[config.mk]
export PLATFORM = sky130hd
export DESIGN_NAME = line_burst_assembler_flat
export DESIGN_NICKNAME = d
export VERILOG_FILES = /design/src/rtl/line_burst_assembler_if.sv /design/src/rtl/line_burst_assembler.sv /design/src/flat_wrapper.sv
export SDC_FILE = /design/constraint.sdc
export NUM_CORES = 1
export LEC_CHECK = 0
export BUFFER_PORTS_ARGS = -buffer_cell sky130_fd_sc_hd__buf_2
export CAP_MARGIN = 15
export CELL_PAD_IN_SITES_DETAIL_PLACEMENT = 2
export CELL_PAD_IN_SITES_GLOBAL_PLACEMENT = 2
export CORE_MARGIN = 4
export CORE_UTILIZATION = 29
export DETAILED_ROUTE_END_ITERATION = 12
export PLACE_DENSITY_LB_ADDON = 0.15
export SLEW_MARGIN = 5
export SYNTH_ARGS = -nofsm -noshare
export SYNTH_HDL_FRONTEND = slang
export SYNTH_SLANG_ARGS = --single-unit
[constraint.sdc]
create_clock -name clk -period 3.4 [get_ports clk]
set_clock_uncertainty 0.05 [all_clocks]
set_input_delay 0.68 -clock clk [delete_from_list [all_inputs] [get_ports clk]]
set_output_delay 0.68 -clock clk [all_outputs]
set_load 0.01 [all_outputs]
[src/rtl/line_burst_assembler_if.sv]
// Bundles the cache-side request, the memory burst bus and the line demux outputs.
// The slave modport is the assembler's view; the master modport is its environment's view.
interface line_burst_assembler_if #(
  parameter int line_width = 256,
  parameter int beat_width = 64
);
  logic                  req_valid;
  logic                  req_write;
  logic                  req_sel;
  logic [31:0]           req_addr;
  logic [line_width-1:0] req_wdata;
  logic                  req_ready;
  logic                  mem_read;
  logic                  mem_write;
  logic [31:0]           mem_addr;
  logic [beat_width-1:0] mem_wdata;
  logic                  mem_resp;
  logic [beat_width-1:0] mem_rdata;
  logic [line_width-1:0] line_out;
  logic                  line_sel;
  logic                  line_valid;

  modport master (
    output req_valid, req_write, req_sel, req_addr, req_wdata, mem_resp, mem_rdata,
    input  req_ready, mem_read, mem_write, mem_addr, mem_wdata, line_out, line_sel, line_valid
  );

  modport slave (
    input  req_valid, req_write, req_sel, req_addr, req_wdata, mem_resp, mem_rdata,
    output req_ready, mem_read, mem_write, mem_addr, mem_wdata, line_out, line_sel, line_valid
  );
endinterface

[src/rtl/line_burst_assembler.sv]
// Turns one cache-line request into a burst of memory beats: fills assemble line_out beat by
// beat, write-backs stream the captured line out, and either ends with a one-cycle line_valid.
module line_burst_assembler #(
  parameter int line_width = 256,
  parameter int beat_width = 64
) (
  input logic                   clk,
  input logic                   rst,
  line_burst_assembler_if.slave bus
);
  localparam int beats    = line_width / beat_width;
  localparam int kw       = $clog2(beats);
  localparam int off_bits = $clog2(line_width / 8);
  localparam logic [kw-1:0] last_beat = kw'(beats - 1);

  typedef enum logic [1:0] {IDLE, READ, WRITE, DONE} state_t;

  state_t                state, state_next;
  logic [kw-1:0]         k;
  logic [31:0]           addr_q;
  logic [line_width-1:0] wline_q;
  logic [line_width-1:0] line_q;
  logic                  sel_q;
  logic                  accept;
  logic                  beat;

  assign accept = (state == IDLE) && bus.req_valid;
  assign beat   = ((state == READ) || (state == WRITE)) && bus.mem_resp;

  always_ff @(posedge clk) begin
    if (rst) state <= IDLE;
    else     state <= state_next;
  end

  // Handshake flags are pure functions of the state so they can never disagree with it.
  always_comb begin
    state_next     = state;
    bus.req_ready  = 1'b0;
    bus.mem_read   = 1'b0;
    bus.mem_write  = 1'b0;
    bus.line_valid = 1'b0;
    case (state)
      IDLE: begin
        bus.req_ready = 1'b1;
        if (bus.req_valid) state_next = bus.req_write ? WRITE : READ;
      end
      READ: begin
        bus.mem_read = 1'b1;
        if (bus.mem_resp && (k == last_beat)) state_next = DONE;
      end
      WRITE: begin
        bus.mem_write = 1'b1;
        if (bus.mem_resp && (k == last_beat)) state_next = DONE;
      end
      DONE: begin
        bus.line_valid = 1'b1;
        state_next     = IDLE;
      end
      default: state_next = IDLE;
    endcase
  end

  // The beat counter wraps to zero on its own after the last beat because beats is a power of two.
  always_ff @(posedge clk) begin
    if (rst) begin
      k       <= '0;
      addr_q  <= '0;
      wline_q <= '0;
      line_q  <= '0;
      sel_q   <= 1'b0;
    end else if (accept) begin
      k       <= '0;
      addr_q  <= {bus.req_addr[31:off_bits], {off_bits{1'b0}}};
      sel_q   <= bus.req_sel;
      wline_q <= bus.req_wdata;
    end else if (beat) begin
      if (state == READ) line_q[k*beat_width +: beat_width] <= bus.mem_rdata;
      k <= k + 1'b1;
    end
  end

  assign bus.mem_addr  = addr_q;
  assign bus.mem_wdata = (state == WRITE) ? wline_q[k*beat_width +: beat_width] : '0;
  assign bus.line_out  = line_q;
  assign bus.line_sel  = sel_q;
endmodule

[src/flat_wrapper.sv]
// flat-port wrapper written by rule: the top's interface ports become plain ports
module line_burst_assembler_flat 
#(
  parameter int line_width = 256,
  parameter int beat_width = 64
)
  (clk, rst, bus_req_valid, bus_req_write, bus_req_sel, bus_req_addr, bus_req_wdata, bus_mem_resp, bus_mem_rdata, bus_req_ready, bus_mem_read, bus_mem_write, bus_mem_addr, bus_mem_wdata, bus_line_out, bus_line_sel, bus_line_valid);
  line_burst_assembler_if #(.line_width(line_width), .beat_width(beat_width)) bus_i ();
  input logic clk;
  input logic rst;
  input wire logic [$bits(bus_i.req_valid)-1:0] bus_req_valid;
  input wire logic [$bits(bus_i.req_write)-1:0] bus_req_write;
  input wire logic [$bits(bus_i.req_sel)-1:0] bus_req_sel;
  input wire logic [$bits(bus_i.req_addr)-1:0] bus_req_addr;
  input wire logic [$bits(bus_i.req_wdata)-1:0] bus_req_wdata;
  input wire logic [$bits(bus_i.mem_resp)-1:0] bus_mem_resp;
  input wire logic [$bits(bus_i.mem_rdata)-1:0] bus_mem_rdata;
  output wire logic [$bits(bus_i.req_ready)-1:0] bus_req_ready;
  output wire logic [$bits(bus_i.mem_read)-1:0] bus_mem_read;
  output wire logic [$bits(bus_i.mem_write)-1:0] bus_mem_write;
  output wire logic [$bits(bus_i.mem_addr)-1:0] bus_mem_addr;
  output wire logic [$bits(bus_i.mem_wdata)-1:0] bus_mem_wdata;
  output wire logic [$bits(bus_i.line_out)-1:0] bus_line_out;
  output wire logic [$bits(bus_i.line_sel)-1:0] bus_line_sel;
  output wire logic [$bits(bus_i.line_valid)-1:0] bus_line_valid;
  assign bus_i.req_valid = bus_req_valid;
  assign bus_i.req_write = bus_req_write;
  assign bus_i.req_sel = bus_req_sel;
  assign bus_i.req_addr = bus_req_addr;
  assign bus_i.req_wdata = bus_req_wdata;
  assign bus_i.mem_resp = bus_mem_resp;
  assign bus_i.mem_rdata = bus_mem_rdata;
  assign bus_req_ready = bus_i.req_ready;
  assign bus_mem_read = bus_i.mem_read;
  assign bus_mem_write = bus_i.mem_write;
  assign bus_mem_addr = bus_i.mem_addr;
  assign bus_mem_wdata = bus_i.mem_wdata;
  assign bus_line_out = bus_i.line_out;
  assign bus_line_sel = bus_i.line_sel;
  assign bus_line_valid = bus_i.line_valid;
  line_burst_assembler #(.line_width(line_width), .beat_width(beat_width)) u_core (.clk(clk), .rst(rst), .bus(bus_i));
endmodule
---- Word level (Yosys, flattened, before mapping) ----
Cells that the tools add are included.
word-level totals
  input port bits ......................... 358
  bits in registers ....................... 544
  bits in read-only memories .............. 0
  bits in latches ......................... 0
  output and inout port bits .............. 357
  memory bits (writable) .................. 0
  memories ................................ 0
operators by class
  div/mod/pow operators ................... 0
  multiplexer cells ....................... 10
  equal/unequal tests ..................... 6
  bitwise operators ....................... 1
  multiply operators ...................... 0
  shift operators ......................... 3
  reductions and logical operators ........ 9
  $add $sub $neg .......................... 2
  order comparisons ....................... 0
operator list
  kind                       count
  $bwmux 256                 1
  $shift 64x34->256 const A  1
  $shiftx 256x9->64          1
  $shiftx 64x34->256         1
  $mux 64                    1
  $neg 8->34                 1
  $eq 2x2->1 const B         3
  $mux 2                     3
  $pmux 2 s3                 1
  $mux 1                     4
  $reduce_or 2->1            2
  $logic_and 1x1->1          3
  $reduce_and 3->1           1
  $add 2x1->2 const B        1
  $eq 2x1->1 const B         1
  $logic_not 2->1            1
  $ne 2x1->1 const B         1
  $ne 2x2->1 const B         1
  $reduce_and 2->1           1
  $logic_or 1x1->1           1
  $not 1->1                  1

---- Longest topological paths before layout ----
  word-level depth ........................ 4
  depth in mapped cells ................... 11
  gate-level depth less buffers ........... 5

---- Least setup slack after synthesis ----
No wires, ideal clock.
  path type ............................... register to register
  start ................................... register u_core.k[1]
  end ..................................... register u_core.line_q[192], in the netlist u_core.bus.line_out[192]
  setup time .............................. 72 ps
  required time ........................... 3278 ps
  stages on the path, launching flop included .. 10
  arrival ................................. 2283 ps
  setup slack ............................. 994 ps
  cell sequence ........................... dfxtp_1 -> buf_2 -> buf_1 -> inv_1 -> ha_1 -> nor4b_2 -> buf_2 -> buf_4 -> nand3_1 -> a21oi_1
on the way
  cells in the longest elaborated chain, start to end .. 3
  elaborated cells on any way between the ends .. 4
RTL lines
  item                                                     line                        RTL
  start: declaration                                       line_burst_assembler.sv:19  logic [kw-1:0] k;
  start signal: assignment                                 line_burst_assembler.sv:78  k <= k + 1'b1;
  $neg 8->34 *                                             line_burst_assembler.sv:77  if (state == READ) line_q[k*beat_width +: beat_width] <= bus.mem_rdata;
  $shiftx 64x34->256 or $shift 64x34->256 (tied branches)  line_burst_assembler.sv:77
  $bwmux 256 *                                             line_burst_assembler.sv:77
  end signal: indexed assignment                           line_burst_assembler.sv:77
  end: declaration                                         line_burst_assembler.sv:22  logic [line_width-1:0] line_q;
Mark *: on every way between the ends. The rest lies on a longest branch, timed or not.
A chain may end at the register's enable or synchronous reset.

---- Final worst setup path ----
  start ................................... register u_core.k[0]
  end ..................................... output bus_mem_wdata[54]
on the way
  cells in the longest elaborated chain, start to end .. 2
RTL lines
  item               line                        RTL
  $shiftx 256x9->64  line_burst_assembler.sv:83  assign bus.mem_wdata = (state == WRITE) ? wline_q[k*beat_width +: beat_width] : '0;
  $mux 64            line_burst_assembler.sv:83
  end: declaration   flat_wrapper.sv:22          output wire logic [$bits(bus_i.mem_wdata)-1:0] bus_mem_wdata;
Every way passes these cells.

==> reports/summary.log <==
INFO  status         outcome=complete, no violations
INFO  global_routing grt_antenna_before_repair=48
INFO  detailed_routing post_drt_antenna_nets=0
INFO  final_layout   fillers=8476
INFO  floorplan      area_of_the_core=74600µm²
INFO  synthesis      synth_top_family_by_area=simple AND/OR/NAND/NOR gates
INFO  cts            clock_tree.htree_level_count=2
INFO  sta            report.final.setup_viol=0
INFO  floorplan      io_pins=715
INFO  detailed_routing viasPerCell=4.99
INFO  cts            tritoncts=done
INFO  sta            maxSlewViolCount=0
INFO  detailed_routing drt_iter0_markers=787
INFO  pwr            power=18000µW
INFO  synthesis      syn_area_per_cell=8.50µm²
INFO  detailed_routing totalWireLength=96.0mm
INFO  pwr            p_sw_share=31.7%
INFO  final_layout   register_area=10900µm²
INFO  sta            grt_setup_unrepaired=false
INFO  sta            totalNegativeSetupSlack=0ps
INFO  synthesis      seq_area_frac_synth=49.8%
INFO  worst_setup_path endpoint_of_the_worst_slack_reg_to_reg_timing_path=u_core.bus.line_out[78]$_SDFFE_PP0P_
INFO  sta            timing.final.crit_share=93.7%
INFO  synthesis      mux_contribution_to_synthesized_area=6.63%
INFO  worst_setup_path cp_data_arrival_time=2460ps
INFO  synthesis      post_synth_and_or_nand_nor_area_fraction=24.1%
INFO  worst_setup_path critical_path_source=u_core.k[0]$_SDFFE_PP0P_
INFO  pwr            vdd_ir_drop_max=452µV
INFO  worst_setup_path worst_setup_path_endpoint=bus_mem_wdata[54]
INFO  final_layout   final_layout_net_count=3527
INFO  place          io_buffer_count=704
INFO  worst_setup_path worst-setup-path-type=reg -> out
INFO  worst_setup_path timing.reg2reg.worst_path_depth=7
INFO  sta            hold_viol=0
INFO  cts            cts_buffer_depth=3
INFO  place          globalplace.congestion=0.835
INFO  synthesis      synth_area_leaders=dfxtp_1 (50%), nand2_1 (14%), a21oi_1 (11%), mux4_2 (6.6%), nand3_1 (4.5%)
INFO  synthesis      post_synth_fa_ha_maj_area_fraction=0.572%
INFO  global_routing grt_util_all_layers=22.9%
INFO  pwr            cell_internal_power=12300µW
INFO  worst_setup_path critical_path_required=2670ps
INFO  final_layout   total_area_of_multi_input_combinational_cells=9890µm²
INFO  detailed_routing post_drt_wl_per_cell=22.8µm
INFO  floorplan      initial_core_utilization=29.3%
INFO  final_layout   layout-drive-gt1-share=32.7%
INFO  worst_setup_path critPathLaunchType=flip-flop
INFO  synthesis      synth_compound_area_share=13.6%
INFO  global_routing overflow=0
INFO  worst_setup_path crit_path_max_fanout=37
INFO  job            cap_viol_max_count=0
INFO  synthesis      yosys.area_share.xor_xnor=0.0400%
INFO  detailed_routing detailroute.via_count=21.0k
INFO  cts            ctsRootBufferMaster=clkbuf_16
INFO  synthesis      yosys_warnings=0
INFO  synthesis      synth_top_cell_by_area=dfxtp_1
INFO  sta            fin_crit=3190ps
INFO  worst_setup_path rr_startpoint=u_core.k[0]$_SDFFE_PP0P_
INFO  floorplan      die_w=283µm
INFO  synthesis      synth-seq-cells=544
INFO  synthesis      syn-instance-count=2573
INFO  min_path       hold_path_class=in -> reg
INFO  final_layout   utilization=38.1%
INFO  sta            slew_headroom=50.1%
INFO  synthesis      synth_top_area_share=49.8%
INFO  worst_setup_path end_kind=output pin
INFO  pwr            power.share.clock=36.8%
INFO  cts            clkLatencyLatePin=610ps
INFO  floorplan      floorplan.die_area=79900µm²
INFO  pwr            total_switching_power=5720µW
INFO  detailed_routing drtPass1Iterations=5
INFO  sta            max_freq=0.314GHz
INFO  final_layout   mostFrequentLayoutCell=nand2_1
INFO  pwr            power_frac_comb=22.2%
INFO  pwr            share_of_power_burned_in_registers=41.0%
INFO  global_routing pin_count_of_the_biggest_net_entering_global_routing=94
INFO  global_routing grt_pass1_vias=22.8k
INFO  cts            cts-hold-fix-buffers=0
INFO  final_layout   most_frequent_cells_in_the_layout=nand2_1 (826), buf_2 (703), dfxtp_1 (542)
INFO  detailed_routing route.detailed.drc=0
INFO  pwr            p_leak=0.0115µW
INFO  floorplan      fp-row-count=100
INFO  final_layout   synthToLayoutAreaGrowth=29.7%
INFO  synthesis      synth_area=21900µm²
INFO  cts            sinks_on_clock_net=544
INFO  place          dpl.hpwl=67.7mm
INFO  floorplan      die_height=283µm
INFO  sta            timing_worst_slew_pin_value=748ps
INFO  synthesis      yosysUniqueCellTypes=36
INFO  worst_setup_path reg2reg_slack=630ps
INFO  cts            cts_buffers=61
INFO  global_routing grt_first_pass_wirelength=141mm
INFO  pwr            power.density=636nW/µm²
INFO  cts            clkSlewWorstSetupHoldPaths=60ps
[worst max-delay path, cell delays in order (launching register included)]
cell     delay, ps
dfxtp_4        540
buf_12         340
mux4_2         550
and2_1         180
buf_2          160
[cell families after synthesis]
kind of cell / count (synthesis)
mux: 65
compound gates: 546
simple gates: 1168
other cells: 1
xor+xnor: 1
fa+ha+maj: 10
flops: 544
buf+inv: 238
[synth_stat cells, drive strengths merged]
cell / instances
inv: 4
o31ai: 1
o21ai: 1
clkbuf: 126
and3b: 1
and4bb: 1
a2111o: 1
buf: 108
nor2b: 1
conb: 1
mux2i: 1
xnor2: 1
nand2: 827
nand4: 4
nand2b: 2
and4: 4
nor4b: 2
dfxtp: 544
nor3b: 1
mux4: 64
a21boi: 1
a211o: 1
nor2: 1
a21oi: 541
nor3: 2
ha: 10
and2: 65
nor4bb: 1
nand3: 256
[per-stage QoR]
step	cell area [µm²]	worst slack, ps	hold slack [ps]	std cells
floorplan	21900	994	383	2577
global placement	26300	656	386	4064
detailed placement	26300	608	392	4064
CTS	28300	101	202	4178
global route	28300	54.6	222	4191
finish	28400	214	246	4203
[cell type report]
type | instances | area share (%)
Clock inverter | 22 | 0.701
Timing Repair Buffer | 753 | 15.2
Tap cell | 969 | 4.27
Sequential cell | 544 | 38.4
Antenna cell | 25 | 0.220
Inverter | 4 | 0.0529
Clock buffer | 91 | 6.34
Multi-Input combinational cell | 1795 | 34.9
[worst min-delay path by stage]
stage                                                    start                                    to  cells after the start
after floorplan               u_core.wline_q[128]$_SDFFE_PP0P_      u_core.wline_q[128]$_SDFFE_PP0P_                      2
after global placement    u_core.bus.line_out[68]$_SDFFE_PP0P_  u_core.bus.line_out[68]$_SDFFE_PP0P_                      2
after detailed placement  u_core.bus.line_out[30]$_SDFFE_PP0P_  u_core.bus.line_out[30]$_SDFFE_PP0P_                      2
after CTS                                    bus_req_wdata[72]       u_core.wline_q[72]$_SDFFE_PP0P_                      3
after global routing                          bus_req_addr[15]  u_core.bus.mem_addr[15]$_SDFFE_PP0P_                      3
final                                        bus_req_wdata[72]       u_core.wline_q[72]$_SDFFE_PP0P_                      3
[power groups by stage]
stage / combinational [µW] / clock [µW] / sequential (µW)
2_1_floorplan: 2530 / 0 / 7440
3_3_place_gp: 3940 / 0 / 7500
3_5_place_dp: 4070 / 0 / 7550
4_1_cts: 4120 / 6830 / 7410
5_1_grt: 4480 / 7110 / 7480
6_report: 4010 / 6630 / 7400
[routing by layer]
metal  routed length (µm)  global-route usage, %  vias to the layer above
li1                     -                      -                     9821
met1                36600                   25.6                    10400
met2                49200                   41.4                      517
met5                  289                      0                        -
met4                 3130                   8.17                       38
met3                 6780                   6.55                      173
[flip-flops by register name (all words and copies together) (netlist names)]
| signal | count |
|---|---|
| u_core.bus.line_out | 256 |
| u_core.wline_q | 256 |
| u_core.bus.mem_addr | 27 |
| u_core.k | 2 |
| u_core.state | 2 |
| u_core.bus.line_sel | 1 |
[timing repair]
action	in CTS	in global routing
endpoints found under the setup margin	11	0
endpoints found under the hold margin	0	0
gates resized for setup	1	0
setup buffers	1	0
Power figures use the tool's default switching activity.
